## src/rtl/bsg_credit_rr_sched.sv

```systemverilog
// rtl/bsg_credit_rr_sched.sv - credit-gated round-robin scheduler with packet lock
// Grants one beat per cycle to a requester while credits are available; multi-beat packets hold the channel.
module bsg_credit_rr_sched #(
  parameter int num_req_p          = 4,
  parameter int init_wait_cycles_p = 4,
  parameter int lg_req_lp          = $clog2(num_req_p)
) (
  input  logic                 clk_i,
  input  logic                 reset_i,
  input  logic [num_req_p-1:0] req_i,
  input  logic [num_req_p-1:0] last_i,
  input  logic                 credits_avail_i,
  output logic [num_req_p-1:0] grant_o,
  output logic [lg_req_lp-1:0] tag_o,
  output logic                 valid_o,
  output logic                 dec_credit_o,
  output logic                 ready_o,
  output logic                 locked_o,
  output logic                 starve_o
);

  localparam int cnt_w_lp = (init_wait_cycles_p > 1) ? $clog2(init_wait_cycles_p) : 1;
  localparam int sum_w_lp = lg_req_lp + 1;

  typedef enum logic [1:0] {
    e_init = 2'd0,
    e_idle = 2'd1,
    e_lock = 2'd2
  } state_e;

  state_e               state_r, state_n;
  logic [cnt_w_lp-1:0]  cnt_r, cnt_n;
  logic [lg_req_lp-1:0] ptr_r, ptr_n;
  logic [lg_req_lp-1:0] owner_r, owner_n;
  logic [lg_req_lp-1:0] tag_r, tag_n;

  logic                 scan_found;
  logic [lg_req_lp-1:0] scan_idx;
  logic [sum_w_lp-1:0]  cand;
  logic                 gnt_v;
  logic [lg_req_lp-1:0] gnt_idx;
  logic                 eligible;

  function automatic logic [lg_req_lp-1:0] wrap_inc(input logic [lg_req_lp-1:0] i);
    return (i == lg_req_lp'(num_req_p - 1)) ? '0 : i + 1'b1;
  endfunction

  // Cyclic priority scan starting at ptr_r; cand wraps explicitly so non-power-of-two counts work.
  always_comb begin
    scan_found = 1'b0;
    scan_idx   = '0;
    cand       = '0;
    for (int i = 0; i < num_req_p; i++) begin
      cand = {1'b0, ptr_r} + sum_w_lp'(i);
      if (cand >= sum_w_lp'(num_req_p)) begin
        cand = cand - sum_w_lp'(num_req_p);
      end
      if (!scan_found && req_i[cand[lg_req_lp-1:0]]) begin
        scan_found = 1'b1;
        scan_idx   = cand[lg_req_lp-1:0];
      end
    end
  end

  always_comb begin
    state_n  = state_r;
    cnt_n    = cnt_r;
    ptr_n    = ptr_r;
    owner_n  = owner_r;
    gnt_v    = 1'b0;
    gnt_idx  = tag_r;
    eligible = 1'b0;

    case (state_r)
      e_init: begin
        cnt_n = cnt_r + 1'b1;
        if (cnt_r == cnt_w_lp'(init_wait_cycles_p - 1)) begin
          state_n = e_idle;
        end
      end
      e_idle: begin
        eligible = |req_i;
        if (credits_avail_i && scan_found) begin
          gnt_v   = 1'b1;
          gnt_idx = scan_idx;
          if (last_i[scan_idx]) begin
            ptr_n = wrap_inc(scan_idx);
          end else begin
            state_n = e_lock;
            owner_n = scan_idx;
          end
        end
      end
      e_lock: begin
        // Only the owner may move; a dropped owner request simply stalls the channel.
        eligible = req_i[owner_r];
        if (req_i[owner_r] && credits_avail_i) begin
          gnt_v   = 1'b1;
          gnt_idx = owner_r;
          if (last_i[owner_r]) begin
            state_n = e_idle;
            ptr_n   = wrap_inc(owner_r);
          end
        end
      end
      default: begin
        state_n = e_init;
      end
    endcase

    tag_n = gnt_v ? gnt_idx : tag_r;

    grant_o          = '0;
    grant_o[gnt_idx] = gnt_v;
  end

  always_ff @(posedge clk_i) begin
    if (reset_i) begin
      state_r <= e_init;
      cnt_r   <= '0;
      ptr_r   <= '0;
      owner_r <= '0;
      tag_r   <= '0;
    end else begin
      state_r <= state_n;
      cnt_r   <= cnt_n;
      ptr_r   <= ptr_n;
      owner_r <= owner_n;
      tag_r   <= tag_n;
    end
  end

  assign tag_o        = gnt_idx;
  assign valid_o      = gnt_v;
  assign dec_credit_o = gnt_v;
  assign ready_o      = (state_r != e_init);
  assign locked_o     = (state_r == e_lock);
  assign starve_o     = ready_o && eligible && !credits_avail_i;

endmodule

```

## config.mk

```make
export PLATFORM = sky130hd
export DESIGN_NAME = bsg_credit_rr_sched
export DESIGN_NICKNAME = d
export VERILOG_FILES = /design/src/rtl/bsg_credit_rr_sched.sv
export SDC_FILE = /design/constraint.sdc
export NUM_CORES = 1
export LEC_CHECK = 0
export ABC_AREA = 1
export CAP_MARGIN = 20
export CORE_ASPECT_RATIO = 2
export CORE_MARGIN = 2
export CORE_UTILIZATION = 30
export CTS_CLUSTER_SIZE = 40
export DETAILED_ROUTE_END_ITERATION = 12
export DONT_BUFFER_PORTS = 1
export PLACE_DENSITY = 0.45
export SYNTH_ARGS = -nofsm -noshare
export SYNTH_HDL_FRONTEND = slang
export SYNTH_SLANG_ARGS = --single-unit
```

## constraint.sdc

```tcl
create_clock -name clk_i -period 1.9 [get_ports clk_i]
set_input_delay 0.38 -clock clk_i [delete_from_list [all_inputs] [get_ports clk_i]]
set_output_delay 0.38 -clock clk_i [all_outputs]
set_load 0.01 [all_outputs]
```

==> summary.md, run 1 <==
| Metric | Value |
|---|---|
| Status | finished with violations |
| Failing checks | setup timing |
| R2r startpoint | ptr_r[0] |
| Antenna Nets Post-Route | 0 |
| Placed cell count | between 200 and 300 |
| Final instance area | ~1800 um^2 |
| Num rows | 32 |
| Post-route setup slack | -0.351 ns |
| RSZ-0062 raised after global routing | true |
| Sum Neg Setup Slack | -1.91 ns |
| Synth Warn # | 0 |
| Setup violations, final | 10 |
| Post-synthesis sequential area ratio | between 10% and 20% |
| Global-route wire length before repair | between 5000 and 6000 um |
| Max-slew headroom | 83.7% |
| Clock tree buffer depth | 2 |
| Initial antenna violation count | 0 |
| LEAKAGE | 0.887 nW |
| Clk sinks | 10 |
| Pwr dens | approximately 1700 nW/um^2 |
| Syn avg cell area | 6.27 um^2 |
| Initial DRT Pass Iterations | 3 |
| CTS clk-pin slew, worst paths | 0.05 ns |
| Max-slew violation count | 0 |
| Fin crit share | 118% |
| Die height | 92.4 um |
| Area after DPL | between 1500 and 2000 um^2 |
| WP data required | 1.52 ns |
| CP Launch Type | register |
| Share of the synthesized area in the top cell type | 17.1% |
| Root buffer cell | clkbuf_8 |
| Vias post-DR | 1,353 |
| Hold Vio Cnt, Final | 0 |
| DP Worst Slack | -0.192 ns |
| Synth Cell Area | approximately 1200 um^2 |
| Unique cell type count in the Yosys netlist | 31 |
| Hold crit path type | in2reg |
| Synthesis-stage register bit count | 10 |
| Post-Syn Instances | 187 |
| F_max | 444 MHz |
| Core Footprint | between 3000 and 4000 um^2 |
| Final min period | 2.25 ns |
| Vias per Instance | 4.75 |
| IO buf count | 0 |
| Final routed DRC violation total | 0 |
| Synth area leader | dfxtp_1 |
| TritonCTS Buffers | 3 |
| Largest fanout on the critical path | 11 |
| Antenna cells | 0 |
| Clock skew | 0.00577 ns |
| Synth Net Count | 204 |
| Final std cells w/o fill | approximately 290 |
| Tightest Pin Transition | between 0.2 and 0.25 ns |
| Sw power | 1.61 mW |
| Vias in the first global route | 1,395 |
| Die width | 48.2 um |
| GR Overflow Total | 0 |
| Initial Util | 30.8% |
| Clock Latency Late Sink | 0.24 ns |
| Critical path arrival | around 1.9 ns |
| Max-cap violations | 0 |
| Internal power | between 1.5 and 2 mW |
| Worst vdd ir | 0.890 mV |
| Total power | between 3 and 4 mW |
| Ports | 22 |
| WL/cell | 12.8 um |
| Total Routing Usage GR | 18.2% |
| Detail Placement HPWL | 2960 um |
| Combinational share of power | 80.5% |
| Largest net degree at the start of global routing | 12 |
| Worst Hold Launch | reset_i |
| DIE AREA | approximately 4500 um^2 |
| P&R area growth vs syn | 57.3% |
| H-Tree Depth | 1 |
| CP Class | reg2out |
| Critical path endpoint category | primary output |
| Sw Share | 49.9% |
| # fillers | a little over 400 |
| Routability cong. | 0.853 |
| Post-Route WL | 3650 um |
| Final Net Count | 252 |
| Clock Power Share | 8.3% |
| DRT iter0 DRCs | 10 |
| Top cells by area, synth | dfxtp_1 17%, nand2_1 15%, inv_1 8.3% |
| TritonCTS clock tree | done |
| Layout cells sized above 1 | a little over half |
| Flop pwr share | 11.3% |
| Setup crit start | ptr_r[0] |
==> sequential cells by signal, indices dropped and copies added (netlist names) <==
register / flops
owner_r: 2
state_r: 2
tag_r: 2
cnt_r: 2
ptr_r: 2
==> per-stage QoR <==
stage,util (%),hold slack [ns]
3_5_place_dp,40.7,0.446
6_report,48.5,0.190
5_1_grt,48.5,0.181
2_1_floorplan,-,0.442
4_1_cts,46.8,0.183
3_3_place_gp,40.7,0.447
==> what timing repair did <==
item	4_1_cts	5_1_grt
gates cloned	1	0
hold buffers	0	0
buffers inserted	9	2
pin swaps	10	6
endpoints found under the setup margin	13	16
resized for setup	35	12
==> final timing paths <==
check	end	slack (ns)	depth (start not counted)
setup / recovery	grant_o[1]	-0.35	15
hold / removal	owner_r[0]	0.19	1
setup reg to reg	owner_r[0]	-0.09	16
hold reg to reg	tag_r[0]	0.50	2
==> synthesized netlist by cell type <==
master     count
nor2_4         1
xnor2_1        1
nand4_1        6
o21ai_2        1
nand2_2       14
nor2_1        11
nand2_4        3
buf_2          1
ha_1           6
o21ai_1        3
or2_2          1
inv_2          4
buf_6          1
or2_1          1
o2111ai_1      1
nand2_1       46
a21oi_1        9
o211ai_1       1
buf_4          1
inv_6          1
nand3_2        7
nand3_1       13
nand3_4        2
nor3_1         3
inv_1         26
o21bai_1       1
dfxtp_1       10
o21ai_0        9
nor2_2         1
a22o_1         1
a21oi_2        1
==> placed cells by master (no fill, tap or decap), types with 4 or more instances in the layout <==
master	netlist	final
a21oi_1	9	6
a21oi_2	1	4
buf_4	1	40
buf_6	1	4
clkbuf_8	0	4
dfxtp_1	10	4
dfxtp_2	0	4
inv_1	26	20
inv_2	4	8
nand2_1	46	36
nand2_2	14	21
nand2_4	3	6
nand3_1	13	8
nand3_2	7	10
nand3_4	2	4
nand4_1	6	6
nor2_1	11	9
o21ai_0	9	7
==> critical path, stage by stage (launching register included) <==
cell and delay, ns:
dfxtp_2 0.34, buf_12 0.14, inv_8 0.05, nand2_2 0.07, nand2_4 0.07, nand2_2 0.07, nand2_2 0.06, nor2_4 0.11
nand4_1 0.11, nand2_2 0.09, inv_2 0.04, nand2_2 0.06, nand2_2 0.06, o21ai_4 0.09, inv_2 0.08, nor3_4 0.21
==> power by group through the flow <==
stage,Sequential [mW],Clock (mW),Combinational (mW)
detailed placement,0.347,0,2.19
global route,0.372,0.289,2.84
floorplan,0.333,0,1.48
global placement,0.343,0,2.18
finish,0.363,0.267,2.60
CTS,0.361,0.277,2.51
==> layout make-up <==
type                            count  area (um^2)  share of cell area, %
Clock buffer                        4         55.1                   2.99
Inverter                           31          129                   6.99
Multi-Input combinational cell    143         1010                   54.9
Sequential cell                    10          213                   11.5
Tap cell                           51         63.8                   3.46
Timing Repair Buffer               45          365                   19.8
Timing Repair inverter              1         6.26                  0.339
==> cells by family (layout without fill, tap and decap cells) <==
logic type,Yosys count,after routing,synth area share (%)
simple gates,109,109,50.2
buf+inv,34,81,12.4
compound gates,27,27,13.2
flops,10,10,17.1
fa+ha+maj,6,6,6.40
xor+xnor,1,1,0.747
==> metal layers <==
layer	part of all wire [%]	up-vias	GRT usage (%)
met5	0	-	0
met4	4.3	0	9.01
met3	2.5	8	2.14
met2	60	23	36.3
met1	33	626	14.7
li1	-	696	-
Power figures use the tool's default switching activity.
==> run 2: changes to the inputs <==
--- a/config.mk
+++ b/config.mk
@@ -10,10 +10,12 @@
 export CORE_ASPECT_RATIO = 2
 export CORE_MARGIN = 2
 export CORE_UTILIZATION = 30
+export CTS_BUF_LIST = sky130_fd_sc_hd__clkbuf_8 sky130_fd_sc_hd__clkbuf_16
 export CTS_CLUSTER_SIZE = 40
 export DETAILED_ROUTE_END_ITERATION = 12
 export DONT_BUFFER_PORTS = 1
 export PLACE_DENSITY = 0.45
+export SKIP_CTS_REPAIR_TIMING = 1
 export SYNTH_ARGS = -nofsm -noshare
 export SYNTH_HDL_FRONTEND = slang
 export SYNTH_SLANG_ARGS = --single-unit
==> run 2 against run 1 <==
Compared with the run above:
- largest power group unchanged
- highest routed layer unchanged
- total power rose by 7.8%
- clock skew barely moved
- largest cell class unchanged
- sequential share of layout area fell by 0.79 points
- the flow still finishes with violations (setup timing)
==> summary.md, run 2 (synthesis gave the netlist of run 1 again) <==
| Metric | Value |
|---|---|
| Initial antenna violation count | 0 |
| Pwr dens | 1780 nW/um^2 |
| Critical path arrival | 1.98 ns |
| Antenna Nets Post-Route | 0 |
| Ports | 22 |
| WL/cell | 13.6 um |
| Num rows | 32 |
| Core Footprint | 3800 um^2 |
| Root buffer cell | clkbuf_8 |
| Post-Route WL | between 3000 and 4000 um |
| # fillers | 390 |
| Max-slew violation count | 0 |
| Largest net degree at the start of global routing | 11 |
| Post-route setup slack | -0.459 ns |
| RSZ-0062 raised after global routing | true |
| Clock Latency Late Sink | 0.24 ns |
| Failing checks | setup timing |
| Critical path endpoint category | primary output |
| Clk sinks | 10 |
| Final routed DRC violation total | 0 |
| Seq. cell area | approximately 210 um^2 |
| Routability cong. | 0.853 |
| Hold Vio Cnt, Final | 0 |
| TritonCTS Buffers | 3 |
| Total power | roughly 3.5 mW |
| Post-layout util | 51.4% |
| Multi-input gate area | 1100 um^2 |
| Tightest Pin Transition | between 0.2 and 0.25 ns |
| Vias post-DR | 1,379 |
| DIE AREA | around 4500 um^2 |
| Final min period | approximately 2.4 ns |
| Setup violations, final | 15 |
| Vias per Instance | 4.84 |
| Clock tree buffer depth | 2 |
| P&R area growth vs syn | 66.9% |
| DP Worst Slack | -0.192 ns |
| Hold crit path type | in2reg |
| Initial DRT Pass Iterations | 4 |
| Detail Placement HPWL | 2960 um |
| F_max | 424 MHz |
| H-Tree Depth | 1 |
| Largest fanout on the critical path | 6 |
| Final Net Count | about 250 |
| DRT iter0 DRCs | 16 |
| CP Launch Type | register |
| Max-slew headroom | 84.3% |
| TritonCTS clock tree | done |
| Total Routing Usage GR | 17.1% |
| Max-cap violations | 0 |
| Most common cell after layout, fill and taps aside | buf_4 |
| Global-route wire length before repair | 5570 um |
| GR Overflow Total | 0 |
| Initial Util | 30.8% |
| Die height | 92.4 um |
| Most frequent cells in the layout | 36 x buf_4, 32 x nand2_1, 19 x inv_1 |
| Antenna cells | 0 |
| CTS clk-pin slew, worst paths | approximately 0.05 ns |
| Fin crit share | 124% |
| LEAKAGE | 0.939 nW |
| WP data required | 1.52 ns |
| CP Class | reg2out |
| Die width | 48.2 um |
| Clock skew | approximately 0.0062 ns |
| Status | finished with violations |
| Layout cells sized above 1 | 56.8% |
| Worst vdd ir | between 1 and 1.5 mV |
| Vias in the first global route | ~1,300 |
| IO buf count | 0 |
-- run 2: final cells by class --
cell class,count,share of cell area (%)
Tap cell,51,3.26
Clock buffer,4,2.81
Multi-Input combinational cell,143,56.1
Timing Repair Buffer,46,20.2
Sequential cell,10,10.7
Inverter,31,6.84
-- run 2: metal layers --
layer  share of wire (%)  global-route usage, %
met5                   0                      0
met1                  33                   14.7
met3                 2.6                   1.75
met4                 2.9                   6.31
met2                  61                   34.5
-- run 2: worst paths after layout --
path              slack (ns)  depth (start not counted)     start          to
setup reg to reg       -0.22                         16  ptr_r[0]  owner_r[0]
hold reg to reg         0.51                          2  tag_r[0]    tag_r[0]
hold / removal          0.19                          1   reset_i  owner_r[0]
setup / recovery       -0.46                         16  ptr_r[0]  grant_o[2]
-- run 2: stage by stage --
step,setup TNS [ns],hold slack [ns],cells,cell area (um^2)
finish,-3.41,0.190,285,1960
global route,-5.26,0.183,285,1960
CTS,-3.07,0.191,273,1600
detailed placement,-0.926,0.446,269,1550
global placement,-0.848,0.447,269,1550
floorplan,-0.0750,0.442,187,1250
-- run 2: worst max-delay path: stages, from the launching register on --
cell and delay [ns]:
dfxtp_2 0.32, buf_12 0.13, buf_8 0.13, nand2_4 0.06
nand2_4 0.06, nand2_4 0.07, nand2_4 0.05, nor2_4 0.14
nand3_2 0.08, nand3_2 0.07, nand2_2 0.06, inv_2 0.06
nand2_2 0.05, nand2_2 0.08, o21ai_4 0.07, buf_4 0.15
nor3_4 0.15
-- run 2: where the power goes --
group	internal, mW	switching [mW]	leakage, nW
sequential	0.289	0.0776	0.0847
combinational	1.27	1.57	0.825
clock	0.182	0.0858	0.0288
total	1.74	1.74	0.939
